## src/rtl/display_scheduler_pkg.sv

```systemverilog
// display_scheduler_pkg: shared digit codes, FSM state encoding and counter width.
// Imported by the scheduler top and its tick counter.
// Contents: CODE_BLANK/digit code limits, state_e enum, CTR_W, tick-parameter helper.
package display_scheduler_pkg;

  // Seven-segment code space: digits 0..9 map to codes 0..9, 21 blanks the digit.
  localparam int unsigned CODE_BLANK     = 21;
  localparam int unsigned CODE_DIGIT_MAX = 9;

  // All timebase counters are 16 bits wide.
  localparam int unsigned CTR_W = 16;

  typedef enum logic [1:0] {
    SHOW_ENTRY = 2'd0,
    SHOW_MSG   = 2'd1,
    SHOW_ALERT = 2'd2
  } state_e;

  // A zero tick count would make the terminal value underflow; treat it as 1.
  function automatic int unsigned ticks_or_one(input int unsigned t);
    return (t == 0) ? 1 : t;
  endfunction

endpackage

```

## src/rtl/display_scheduler_if.sv

```systemverilog
// display_scheduler_if: requester and display-side signals of the display scheduler.
// master = requesters/timebase (drive requests, entry digits, tick, cancel);
// slave  = the scheduler (drives acks, digit1..4, busy, done).
interface display_scheduler_if #(
  parameter int unsigned CODE_W = 5
);

  logic              tick;
  logic [CODE_W-1:0] entry_d1, entry_d2, entry_d3, entry_d4;
  logic [2:0]        entry_cursor;
  logic              msg_req;
  logic [CODE_W-1:0] msg_d1, msg_d2, msg_d3, msg_d4;
  logic              msg_ack;
  logic              alert_req;
  logic [CODE_W-1:0] alert_d1, alert_d2, alert_d3, alert_d4;
  logic              alert_ack;
  logic              cancel;
  logic [CODE_W-1:0] digit1, digit2, digit3, digit4;
  logic              busy;
  logic              done;

  modport master (
    output tick, entry_d1, entry_d2, entry_d3, entry_d4, entry_cursor,
           msg_req, msg_d1, msg_d2, msg_d3, msg_d4,
           alert_req, alert_d1, alert_d2, alert_d3, alert_d4, cancel,
    input  msg_ack, alert_ack, digit1, digit2, digit3, digit4, busy, done
  );

  modport slave (
    input  tick, entry_d1, entry_d2, entry_d3, entry_d4, entry_cursor,
           msg_req, msg_d1, msg_d2, msg_d3, msg_d4,
           alert_req, alert_d1, alert_d2, alert_d3, alert_d4, cancel,
    output msg_ack, alert_ack, digit1, digit2, digit3, digit4, busy, done
  );

endinterface

```

## src/rtl/display_scheduler_tick_counter.sv

```systemverilog
// tick_counter: 16-bit tick-enabled counter, wraps after TERM ticks, pulses tc_o on the wrapping tick.
// Latency: tc_o is combinational from the count register and en_i; count updates on the next edge.
// Ports: clk, rst_n, en_i (tick), clr_i (sync clear, wins over en_i), tc_o (terminal-count pulse).
module tick_counter
  import display_scheduler_pkg::*;
#(
  parameter int unsigned TERM = 1
) (
  input  logic clk,
  input  logic rst_n,
  input  logic en_i,
  input  logic clr_i,
  output logic tc_o
);

  localparam logic [CTR_W-1:0] LAST = CTR_W'(TERM - 1);

  logic [CTR_W-1:0] cnt_q, cnt_d;

  // tc_o deliberately ignores clr_i: the owner derives its clear from tc_o.
  assign tc_o = en_i && (cnt_q == LAST);

  always_comb begin
    cnt_d = cnt_q;
    if (clr_i) begin
      cnt_d = '0;
    end else if (en_i) begin
      cnt_d = tc_o ? '0 : cnt_q + 1'b1;
    end
  end

  always_ff @(posedge clk or negedge rst_n) begin
    if (!rst_n) begin
      cnt_q <= '0;
    end else begin
      cnt_q <= cnt_d;
    end
  end

endmodule

```

## src/rtl/display_scheduler.sv

```systemverilog
// display_scheduler: arbitrates the 4-digit display between live entry, messages and alerts.
// Latency: request -> ack pulse and new digits on the next edge; expiry -> done on the next edge.
// Backpressure: level req held until ack; alerts preempt messages, a message waits out an alert.
// Ports: clk, rst_n (async, active low), bus (display_scheduler_if.slave).
module display_scheduler
  import display_scheduler_pkg::*;
#(
  parameter int unsigned HOLD_TICKS  = 2000,
  parameter int unsigned BLINK_TICKS = 250,
  parameter int unsigned CODE_W      = 5
) (
  input logic                clk,
  input logic                rst_n,
  display_scheduler_if.slave bus
);

  localparam logic [CODE_W-1:0] BLANK   = CODE_W'(CODE_BLANK);
  localparam int unsigned       HOLD_T  = ticks_or_one(HOLD_TICKS);
  localparam int unsigned       BLINK_T = ticks_or_one(BLINK_TICKS);

  state_e            state_q, state_d;
  logic [CODE_W-1:0] msg_q [4];
  logic [CODE_W-1:0] msg_d [4];
  logic [CODE_W-1:0] alt_q [4];
  logic [CODE_W-1:0] alt_d [4];
  logic [CODE_W-1:0] dig_q [4];
  logic [CODE_W-1:0] dig_d [4];
  logic [CODE_W-1:0] entry_w [4];
  logic [CODE_W-1:0] msg_w [4];
  logic [CODE_W-1:0] alt_w [4];

  logic msg_ack_q, msg_ack_d;
  logic alert_ack_q, alert_ack_d;
  logic busy_q, busy_d;
  logic done_q, done_d;
  logic pending_q, pending_d;
  logic phase_q, phase_d;

  logic take_msg, take_alert;
  logic hold_clr, hold_tc;
  logic blink_clr, blink_tc;

  assign entry_w[0] = bus.entry_d1;
  assign entry_w[1] = bus.entry_d2;
  assign entry_w[2] = bus.entry_d3;
  assign entry_w[3] = bus.entry_d4;
  assign msg_w[0]   = bus.msg_d1;
  assign msg_w[1]   = bus.msg_d2;
  assign msg_w[2]   = bus.msg_d3;
  assign msg_w[3]   = bus.msg_d4;
  assign alt_w[0]   = bus.alert_d1;
  assign alt_w[1]   = bus.alert_d2;
  assign alt_w[2]   = bus.alert_d3;
  assign alt_w[3]   = bus.alert_d4;

  // Hold timer only runs while a message/alert is on screen; any acceptance restarts it.
  assign hold_clr  = take_msg || take_alert || bus.cancel || (state_q == SHOW_ENTRY);
  // Blink timer only runs while entry digits are shown.
  assign blink_clr = (state_q != SHOW_ENTRY);

  tick_counter #(.TERM(HOLD_T)) u_hold (
    .clk   (clk),
    .rst_n (rst_n),
    .en_i  (bus.tick),
    .clr_i (hold_clr),
    .tc_o  (hold_tc)
  );

  tick_counter #(.TERM(BLINK_T)) u_blink (
    .clk   (clk),
    .rst_n (rst_n),
    .en_i  (bus.tick),
    .clr_i (blink_clr),
    .tc_o  (blink_tc)
  );

  // Next state, acceptance and done generation.
  always_comb begin
    state_d     = state_q;
    pending_d   = pending_q;
    done_d      = 1'b0;
    take_msg    = 1'b0;
    take_alert  = 1'b0;

    if (bus.cancel) begin
      state_d   = SHOW_ENTRY;
      pending_d = 1'b0;
    end else begin
      case (state_q)
        SHOW_ENTRY: begin
          if (bus.alert_req) begin
            take_alert = 1'b1;
          end else if (bus.msg_req) begin
            take_msg = 1'b1;
          end
        end
        SHOW_MSG: begin
          // Natural expiry takes precedence so done still pulses if an alert lands on that tick.
          if (hold_tc) begin
            done_d = 1'b1;
            if (bus.alert_req) begin
              take_alert = 1'b1;
            end else if (bus.msg_req) begin
              take_msg = 1'b1;
            end else begin
              state_d = SHOW_ENTRY;
            end
          end else if (bus.alert_req) begin
            take_alert = 1'b1;
          end
        end
        SHOW_ALERT: begin
          if (hold_tc) begin
            done_d    = 1'b1;
            pending_d = 1'b0;
            if (bus.alert_req) begin
              take_alert = 1'b1;
            end else if (bus.msg_req) begin
              take_msg = 1'b1;
            end else begin
              state_d = SHOW_ENTRY;
            end
          end else if (bus.msg_req) begin
            // Message waits; the requester keeps msg_req high until the alert expires.
            pending_d = 1'b1;
          end
        end
        default: state_d = SHOW_ENTRY;
      endcase
    end

    if (take_alert) state_d = SHOW_ALERT;
    if (take_msg)   state_d = SHOW_MSG;
  end

  // Payload latches, blink phase and registered display outputs.
  always_comb begin
    msg_ack_d   = take_msg;
    alert_ack_d = take_alert;
    busy_d      = (state_d != SHOW_ENTRY);
    phase_d     = (state_q == SHOW_ENTRY) ? (phase_q ^ blink_tc) : 1'b0;

    for (int i = 0; i < 4; i++) begin
      msg_d[i] = take_msg   ? msg_w[i] : msg_q[i];
      alt_d[i] = take_alert ? alt_w[i] : alt_q[i];
      dig_d[i] = entry_w[i];
    end

    // Digits follow the next state/phase so the display changes on the same edge.
    case (state_d)
      SHOW_MSG: begin
        for (int i = 0; i < 4; i++) dig_d[i] = msg_d[i];
      end
      SHOW_ALERT: begin
        for (int i = 0; i < 4; i++) dig_d[i] = alt_d[i];
      end
      default: begin
        for (int i = 0; i < 4; i++) begin
          if (phase_d && (bus.entry_cursor == 3'(i + 1))) dig_d[i] = BLANK;
        end
      end
    endcase
  end

  always_ff @(posedge clk or negedge rst_n) begin
    if (!rst_n) begin
      state_q     <= SHOW_ENTRY;
      msg_q       <= '{default: BLANK};
      alt_q       <= '{default: BLANK};
      dig_q       <= '{default: BLANK};
      msg_ack_q   <= 1'b0;
      alert_ack_q <= 1'b0;
      busy_q      <= 1'b0;
      done_q      <= 1'b0;
      pending_q   <= 1'b0;
      phase_q     <= 1'b0;
    end else begin
      state_q     <= state_d;
      msg_q       <= msg_d;
      alt_q       <= alt_d;
      dig_q       <= dig_d;
      msg_ack_q   <= msg_ack_d;
      alert_ack_q <= alert_ack_d;
      busy_q      <= busy_d;
      done_q      <= done_d;
      pending_q   <= pending_d;
      phase_q     <= phase_d;
    end
  end

  assign bus.digit1    = dig_q[0];
  assign bus.digit2    = dig_q[1];
  assign bus.digit3    = dig_q[2];
  assign bus.digit4    = dig_q[3];
  assign bus.msg_ack   = msg_ack_q;
  assign bus.alert_ack = alert_ack_q;
  assign bus.busy      = busy_q;
  assign bus.done      = done_q;

endmodule

```

## src/flat_wrapper.sv

```systemverilog
// flat-port wrapper written by rule: the top's interface ports become plain ports
module display_scheduler_flat import display_scheduler_pkg::*;
#(
  parameter int unsigned HOLD_TICKS  = 2000,
  parameter int unsigned BLINK_TICKS = 250,
  parameter int unsigned CODE_W      = 5
)
  (clk, rst_n, bus_tick, bus_entry_d1, bus_entry_d2, bus_entry_d3, bus_entry_d4, bus_entry_cursor, bus_msg_req, bus_msg_d1, bus_msg_d2, bus_msg_d3, bus_msg_d4, bus_alert_req, bus_alert_d1, bus_alert_d2, bus_alert_d3, bus_alert_d4, bus_cancel, bus_msg_ack, bus_alert_ack, bus_digit1, bus_digit2, bus_digit3, bus_digit4, bus_busy, bus_done);
  display_scheduler_if #(.CODE_W(CODE_W)) bus_i ();
  input logic clk;
  input logic rst_n;
  input wire logic [$bits(bus_i.tick)-1:0] bus_tick;
  input wire logic [$bits(bus_i.entry_d1)-1:0] bus_entry_d1;
  input wire logic [$bits(bus_i.entry_d2)-1:0] bus_entry_d2;
  input wire logic [$bits(bus_i.entry_d3)-1:0] bus_entry_d3;
  input wire logic [$bits(bus_i.entry_d4)-1:0] bus_entry_d4;
  input wire logic [$bits(bus_i.entry_cursor)-1:0] bus_entry_cursor;
  input wire logic [$bits(bus_i.msg_req)-1:0] bus_msg_req;
  input wire logic [$bits(bus_i.msg_d1)-1:0] bus_msg_d1;
  input wire logic [$bits(bus_i.msg_d2)-1:0] bus_msg_d2;
  input wire logic [$bits(bus_i.msg_d3)-1:0] bus_msg_d3;
  input wire logic [$bits(bus_i.msg_d4)-1:0] bus_msg_d4;
  input wire logic [$bits(bus_i.alert_req)-1:0] bus_alert_req;
  input wire logic [$bits(bus_i.alert_d1)-1:0] bus_alert_d1;
  input wire logic [$bits(bus_i.alert_d2)-1:0] bus_alert_d2;
  input wire logic [$bits(bus_i.alert_d3)-1:0] bus_alert_d3;
  input wire logic [$bits(bus_i.alert_d4)-1:0] bus_alert_d4;
  input wire logic [$bits(bus_i.cancel)-1:0] bus_cancel;
  output wire logic [$bits(bus_i.msg_ack)-1:0] bus_msg_ack;
  output wire logic [$bits(bus_i.alert_ack)-1:0] bus_alert_ack;
  output wire logic [$bits(bus_i.digit1)-1:0] bus_digit1;
  output wire logic [$bits(bus_i.digit2)-1:0] bus_digit2;
  output wire logic [$bits(bus_i.digit3)-1:0] bus_digit3;
  output wire logic [$bits(bus_i.digit4)-1:0] bus_digit4;
  output wire logic [$bits(bus_i.busy)-1:0] bus_busy;
  output wire logic [$bits(bus_i.done)-1:0] bus_done;
  assign bus_i.tick = bus_tick;
  assign bus_i.entry_d1 = bus_entry_d1;
  assign bus_i.entry_d2 = bus_entry_d2;
  assign bus_i.entry_d3 = bus_entry_d3;
  assign bus_i.entry_d4 = bus_entry_d4;
  assign bus_i.entry_cursor = bus_entry_cursor;
  assign bus_i.msg_req = bus_msg_req;
  assign bus_i.msg_d1 = bus_msg_d1;
  assign bus_i.msg_d2 = bus_msg_d2;
  assign bus_i.msg_d3 = bus_msg_d3;
  assign bus_i.msg_d4 = bus_msg_d4;
  assign bus_i.alert_req = bus_alert_req;
  assign bus_i.alert_d1 = bus_alert_d1;
  assign bus_i.alert_d2 = bus_alert_d2;
  assign bus_i.alert_d3 = bus_alert_d3;
  assign bus_i.alert_d4 = bus_alert_d4;
  assign bus_i.cancel = bus_cancel;
  assign bus_msg_ack = bus_i.msg_ack;
  assign bus_alert_ack = bus_i.alert_ack;
  assign bus_digit1 = bus_i.digit1;
  assign bus_digit2 = bus_i.digit2;
  assign bus_digit3 = bus_i.digit3;
  assign bus_digit4 = bus_i.digit4;
  assign bus_busy = bus_i.busy;
  assign bus_done = bus_i.done;
  display_scheduler #(.HOLD_TICKS(HOLD_TICKS), .BLINK_TICKS(BLINK_TICKS), .CODE_W(CODE_W)) u_core (.clk(clk), .rst_n(rst_n), .bus(bus_i));
endmodule
```

## config.mk

```make
export PLATFORM = sky130hd
export DESIGN_NAME = display_scheduler_flat
export DESIGN_NICKNAME = d
export VERILOG_FILES = /design/src/rtl/display_scheduler_pkg.sv /design/src/rtl/display_scheduler_if.sv /design/src/rtl/display_scheduler_tick_counter.sv /design/src/rtl/display_scheduler.sv /design/src/flat_wrapper.sv
export SDC_FILE = /design/constraint.sdc
export NUM_CORES = 1
export LEC_CHECK = 0
export CAP_MARGIN = 20
export CORE_MARGIN = 2
export CORE_UTILIZATION = 50
export DETAILED_ROUTE_END_ITERATION = 8
export PLACE_DENSITY = 0.77
export SLEW_MARGIN = 15
export SYNTH_ARGS = -nofsm -noshare
export SYNTH_HDL_FRONTEND = slang
export SYNTH_HIERARCHICAL = 1
export SYNTH_SLANG_ARGS = --single-unit
```

## constraint.sdc

```tcl
create_clock -name clk -period 7.3 [get_ports clk]
set_input_delay 0.73 -clock clk [delete_from_list [all_inputs] [get_ports clk]]
set_output_delay 0.73 -clock clk [all_outputs]
set_load 0.005 [all_outputs]
```

[After elaboration in Yosys (flattened, before gate mapping)]
Cells that the tools add are included.
Word-level totals
  flip-flop bits (word level): 99
  bits of input ports: 69
  output and inout bits: 24
  logic and storage cells: 88
Operators by class
  add/subtract/negate cells: 2
  equal/unequal tests: 10
  multiplexer cells: 39
  bitwise logic cells: 1
  reductions and logical operators: 16
Operators by type and width (count)
  16-bit 2-to-1 mux: 6
  5-bit 2-to-1 mux: 12
  20-bit case mux with 2 select lines: 1
  16-bit by 1-bit adder with 16-bit output, second input constant: 2
  16-bit by 11-bit == test with 1-bit output, second input constant: 1
  16-bit by 8-bit == test with 1-bit output, second input constant: 1
  2-bit 2-to-1 mux: 6
  1-bit 2-to-1 mux: 11
  2-bit nonzero test: 4
  3-bit by 2-bit == test with 1-bit output, second input constant: 2
  1-bit logical AND: 6
  2-bit by 1-bit == test with 1-bit output, second input constant: 2
  2-bit == test, second input constant: 2
  1-bit case mux with 2 select lines: 2
  2-bit case mux with 2 select lines: 1
  2-bit OR reduction: 2
  3-bit by 1-bit == test with 1-bit output, second input constant: 1
  3-bit == test, second input constant: 1
  1-bit logical OR: 3
  2-bit zero test: 1
  1-bit bitwise XOR: 1

[Longest topological paths before layout]
  word-level depth: 9
  gate-level depth with buffers: 16
  gate-level depth less buffers: 12

[Modules after synthesis]
Netlist, hierarchy kept.
By module, submodules not included
  display_scheduler: times used 1, cells an instance 307, area each 3240.6 um2, seq. area each 1721.7 um2
  tick_counter (u_core.u_hold): times used 1, cells an instance 86, area each 889.6 um2, seq. area each 400.4 um2
  tick_counter (u_core.u_blink): times used 1, cells an instance 96, area each 879.6 um2, seq. area each 400.4 um2

[Least setup slack after synthesis]
OpenSTA, ideal clock, no wires.
  kind: register to register
  start point: register u_core.u_hold.cnt_q[11]
  end point: register u_core.dig_q, in the netlist u_core/bus.digit1[0]
  setup time: 77 ps
  arrival time: 3450 ps
  data required time: 7223 ps
  path slack: 3773 ps
  cell stages (with the launch flop): 14
  path buffers: 2
  clock period less this slack: 3527 ps
  cell sequence: dfrtp_1 -> or4_1 -> nor4_2 -> or3b_2 -> a21oi_1 -> nor4_1 -> o21ai_0 -> ha_1 -> clkbuf_1 -> clkbuf_1 -> nand2_1 -> nor3_1 -> a31oi_1 -> a31oi_1
RTL lines
  start, declared: line display_scheduler_tick_counter.sv:18  | logic [CTR_W-1:0] cnt_q, cnt_d;
  start signal, assigned: line display_scheduler_tick_counter.sv:36  | cnt_q <= cnt_d;
  end signal, assigned: line display_scheduler.sv:181  | dig_q <= dig_d;
  end, declared: line display_scheduler.sv:26  | logic [CODE_W-1:0] dig_q [4];

==> run metrics <==
first-pass GRT wire length=19330 um; CP bufs+invs=3; Chip Width=between 100 and 150 um; Tmin final=between 5000 and 6000 ps; DR vias=between 4000 and 5000; CP startpoint=bus_tick; Area Growth Syn to Fin=23.58%; CP Launch Type=input port; R2R Path Start=u_core/u_hold/cnt_q[11]; setup slack after layout=2025 ps; Rows=36; fin. max-slew vios=0; Synth Net Count=568; status=finished clean; Root Driver=clkbuf_8; WL met2=~6000 um; CP max stage cell=clkdlybuf4s50_1; Worst Setup Slack post-DPL=about 1800 ps; Max Clock Freq=between 150 and 200 MHz; pin count of the biggest net entering global routing=between 50 and 60; cells after synthesis=between 400 and 500; max layer used=met4; max_slew headroom=between 30% and 40%; # Post-CTS Setup Buffers=0; RSZ-0062 raised after global routing=no; min-delay worst type=in -> async; DRC viols=0; Power Dens Cells=approximately 250 nW/um2; DP HPWL=8571 um; area of the die=10840 um2; critical path depth in cells=11; vias in the first global route=roughly 4000; Via-to-Cell Ratio=about 5.7; CTS-repair resized insts=0; ANT nets after route=0; Chip Height=approximately 100 um; All-Layer GR Usage=approximately 22%; synthesized cell area=between 5000 and 6000 um2; Async SR Flop Fraction=100.0%; VDD IR-drop max=0.1611 mV; TritonCTS clock tree=done; critical path class=in -> reg; n_diodes=0; Post-synth EDFFs=0; met1 WL=about 5000 um; Final #Nets=between 600 and 700; Clock Latency Late Sink=around 370 ps; initial antenna violation count=0; DRT Wirelength=11790 um; clk sinks=99; crit path DAT=roughly 5600 ps; crit path to=u_core/bus.digit2[3]; worst path required time=approximately 7600 ps; Crit path largest cell delay=slightly above 800 ps; Starting DRT DRC Count=about 210; Worst R2R End=u_core/bus.digit2[3]; Max-Cap Viols=0; crit-path max FO=24; GPL Wtd Cong=roughly 0.89; Main synth FF type=dfrtp_1; Max Root-Sink Buffers=2; core area=just under 10000 um2; Netlist cell types=65; Top delay family on crit path=simple AND/OR/NAND/NOR gates; clk_skew=9.995 ps; Leakage Power=2.524 nW; first-pass detailed-route iteration total=5; syn avg cell area=between 10 and 15 um2; gr ovfl total=0; routed wl met3=~610 um; Initial Util=approximately half; CTS clk-pin slew, worst paths=roughly 90 ps; cells along the critical path=clkdlybuf4s50_1, nand4_1, nor4_2, a21o_1, nand2_1, inv_2, a31oi_1, ha_1, inv_1, nor2_1, a221o_1; r2r worst-path depth=10; final setup vio count=0; register bit total from synthesis=99; input/output buffers=a little over 90; fin area=approximately 6200 um2; flop-to-flop setup slack=between 2000 and 2500 ps; DR WL/cell=around 17 um; Synth Warn #=6; crit end category=flip-flop; fin crit share=72.27%; DP Area=roughly 6000 um2; H-Tree Depth=3; share of cells above drive strength 1=between 15 and 20%; final hold violations=0; CTS Buf Count=9; worst slew pin tran=about 950 ps; register area share after synthesis=50.35%; hold buffer count at cts=0; setup TNS=0 ps; I/O pin count=93
where the power goes:
part / internal [mW] / leakage (nW) / switching (mW) / total, mW
registers: 0.706 / 1.20 / 0.0467 / 0.753
logic: 0.213 / 1.22 / 0.212 / 0.425
clock network: 0.164 / 0.0971 / 0.183 / 0.347
worst min-delay path by stage:
stage / from / endpoint / slack (ps) / depth (start not counted)
4_1_cts: rst_n / u_core/u_blink/cnt_q[5] / 380 / 1
5_1_grt: rst_n / u_core/alt_q[13] / 390 / 1
2_1_floorplan: rst_n / u_core/alt_q[11] / 430 / 0
6_report: rst_n / u_core/u_blink/cnt_q[1] / 370 / 1
3_5_place_dp: u_core/msg_q[15] / u_core/msg_q[15] / 450 / 2
3_3_place_gp: u_core/msg_q[17] / u_core/msg_q[17] / 450 / 2
cells by family (layout without fill, tap and decap cells):
group	count (synthesis)	in the layout	share of synthesized area [%]
mux	22	22	5.170
simple gates	210	210	22.05
buf+inv	35	126	3.472
compound gates	88	88	12.09
fa+ha+maj	10	10	2.498
flops	99	99	50.35
xor+xnor	25	25	4.371
metal layers:
layer	GRT usage [%]	vias up
li1	-	1893
met1	28.74	1986
met2	36.94	135
met3	5.576	18
met4	6.853	0
met5	0	-
registers in the layout, summed over array words and instances, names as in the netlist:
signal	count
u_core/bus.alert_ack	1
u_core/bus.done	1
u_core/bus.msg_ack	1
u_core/state_q	2
u_core/msg_q	20
u_core/u_blink/cnt_q	16
u_core/u_hold/cnt_q	16
u_core/alt_q	20
u_core/bus.digit2	5
u_core/bus.digit1	5
u_core/phase_q	1
u_core/bus.busy	1
u_core/bus.digit3	5
u_core/bus.digit4	5
area by class of cell:
cell class	instances	area, um2
Sequential cell	99	2522
Clock buffer	10	137.6
Inverter	16	62.56
Clock inverter	6	55.05
Tap cell	133	166.4
Timing Repair Buffer	94	933.4
Fill cell	812	3538
Multi-Input combinational cell	355	2313
worst reg2reg max path: stages (launching register included):
cell	delay [ps]
dfrtp_1	450
or4_1	580
nor4_2	650
a21o_1	420
nand2_1	320
inv_2	480
a31oi_1	150
ha_1	630
inv_1	270
nor2_1	570
a221o_1	300
synthesized netlist by cell type, types with 2 or more instances:
cell / count / share of area (%)
nand2_1: 75 / 5.6
dfrtp_1: 63 / 31
dfstp_2: 36 / 19
nor2_1: 36 / 2.7
o21ai_0: 19 / 1.9
a21oi_1: 16 / 1.6
a31oi_1: 15 / 1.9
xnor2_1: 15 / 2.6
inv_1: 14 / 1.0
nand3_1: 14 / 1.4
mux2_2: 11 / 2.5
clkbuf_1: 10 / 0.75
ha_1: 10 / 2.5
nor2_2: 10 / 1.2
xor2_1: 10 / 1.7
and2_1: 9 / 1.1
nor3_1: 9 / 0.90
a221o_1: 8 / 1.6
or2_2: 8 / 1.0
a21boi_0: 7 / 1.0
and3_1: 7 / 0.87
nand4_1: 7 / 0.87
mux2i_1: 6 / 1.2
nor4_1: 6 / 0.75
mux2_4: 5 / 1.5
o32a_1: 5 / 1.0
buf_2: 4 / 0.40
nor4b_1: 4 / 0.70
a41oi_1: 3 / 0.52
a31o_2: 2 / 0.35
a41o_1: 2 / 0.40
buf_6: 2 / 0.45
nand2b_1: 2 / 0.25
nand3b_1: 2 / 0.30
nor2b_1: 2 / 0.25
o211ai_1: 2 / 0.30
or3_1: 2 / 0.25
or3b_2: 2 / 0.35
or4_1: 2 / 0.30
or4_4: 2 / 0.45
placed cells by master, fill, tap and decap left out, drive strengths merged, types with 14 or more instances in the layout:
cell type	count
a31oi	15
nor2	46
a21oi	17
mux2	16
dfstp	36
inv	16
nand3	14
xnor2	15
o21ai	19
nand2	76
dfrtp	63
clkdlybuf4s50	91
stage by stage:
step                hold WS [ps]  power [mW]  cells  util (%)
detailed placement         450.5       1.184    697     61.65
CTS                        375.8       1.535    713     63.63
floorplan                  434.4      0.9986    489         -
finish                     366.6       1.525    713     63.63
global route               394.7       1.612    713     63.63
global placement           445.9       1.169    697     61.65
No activity file was read; power rests on OpenSTA's default activity.
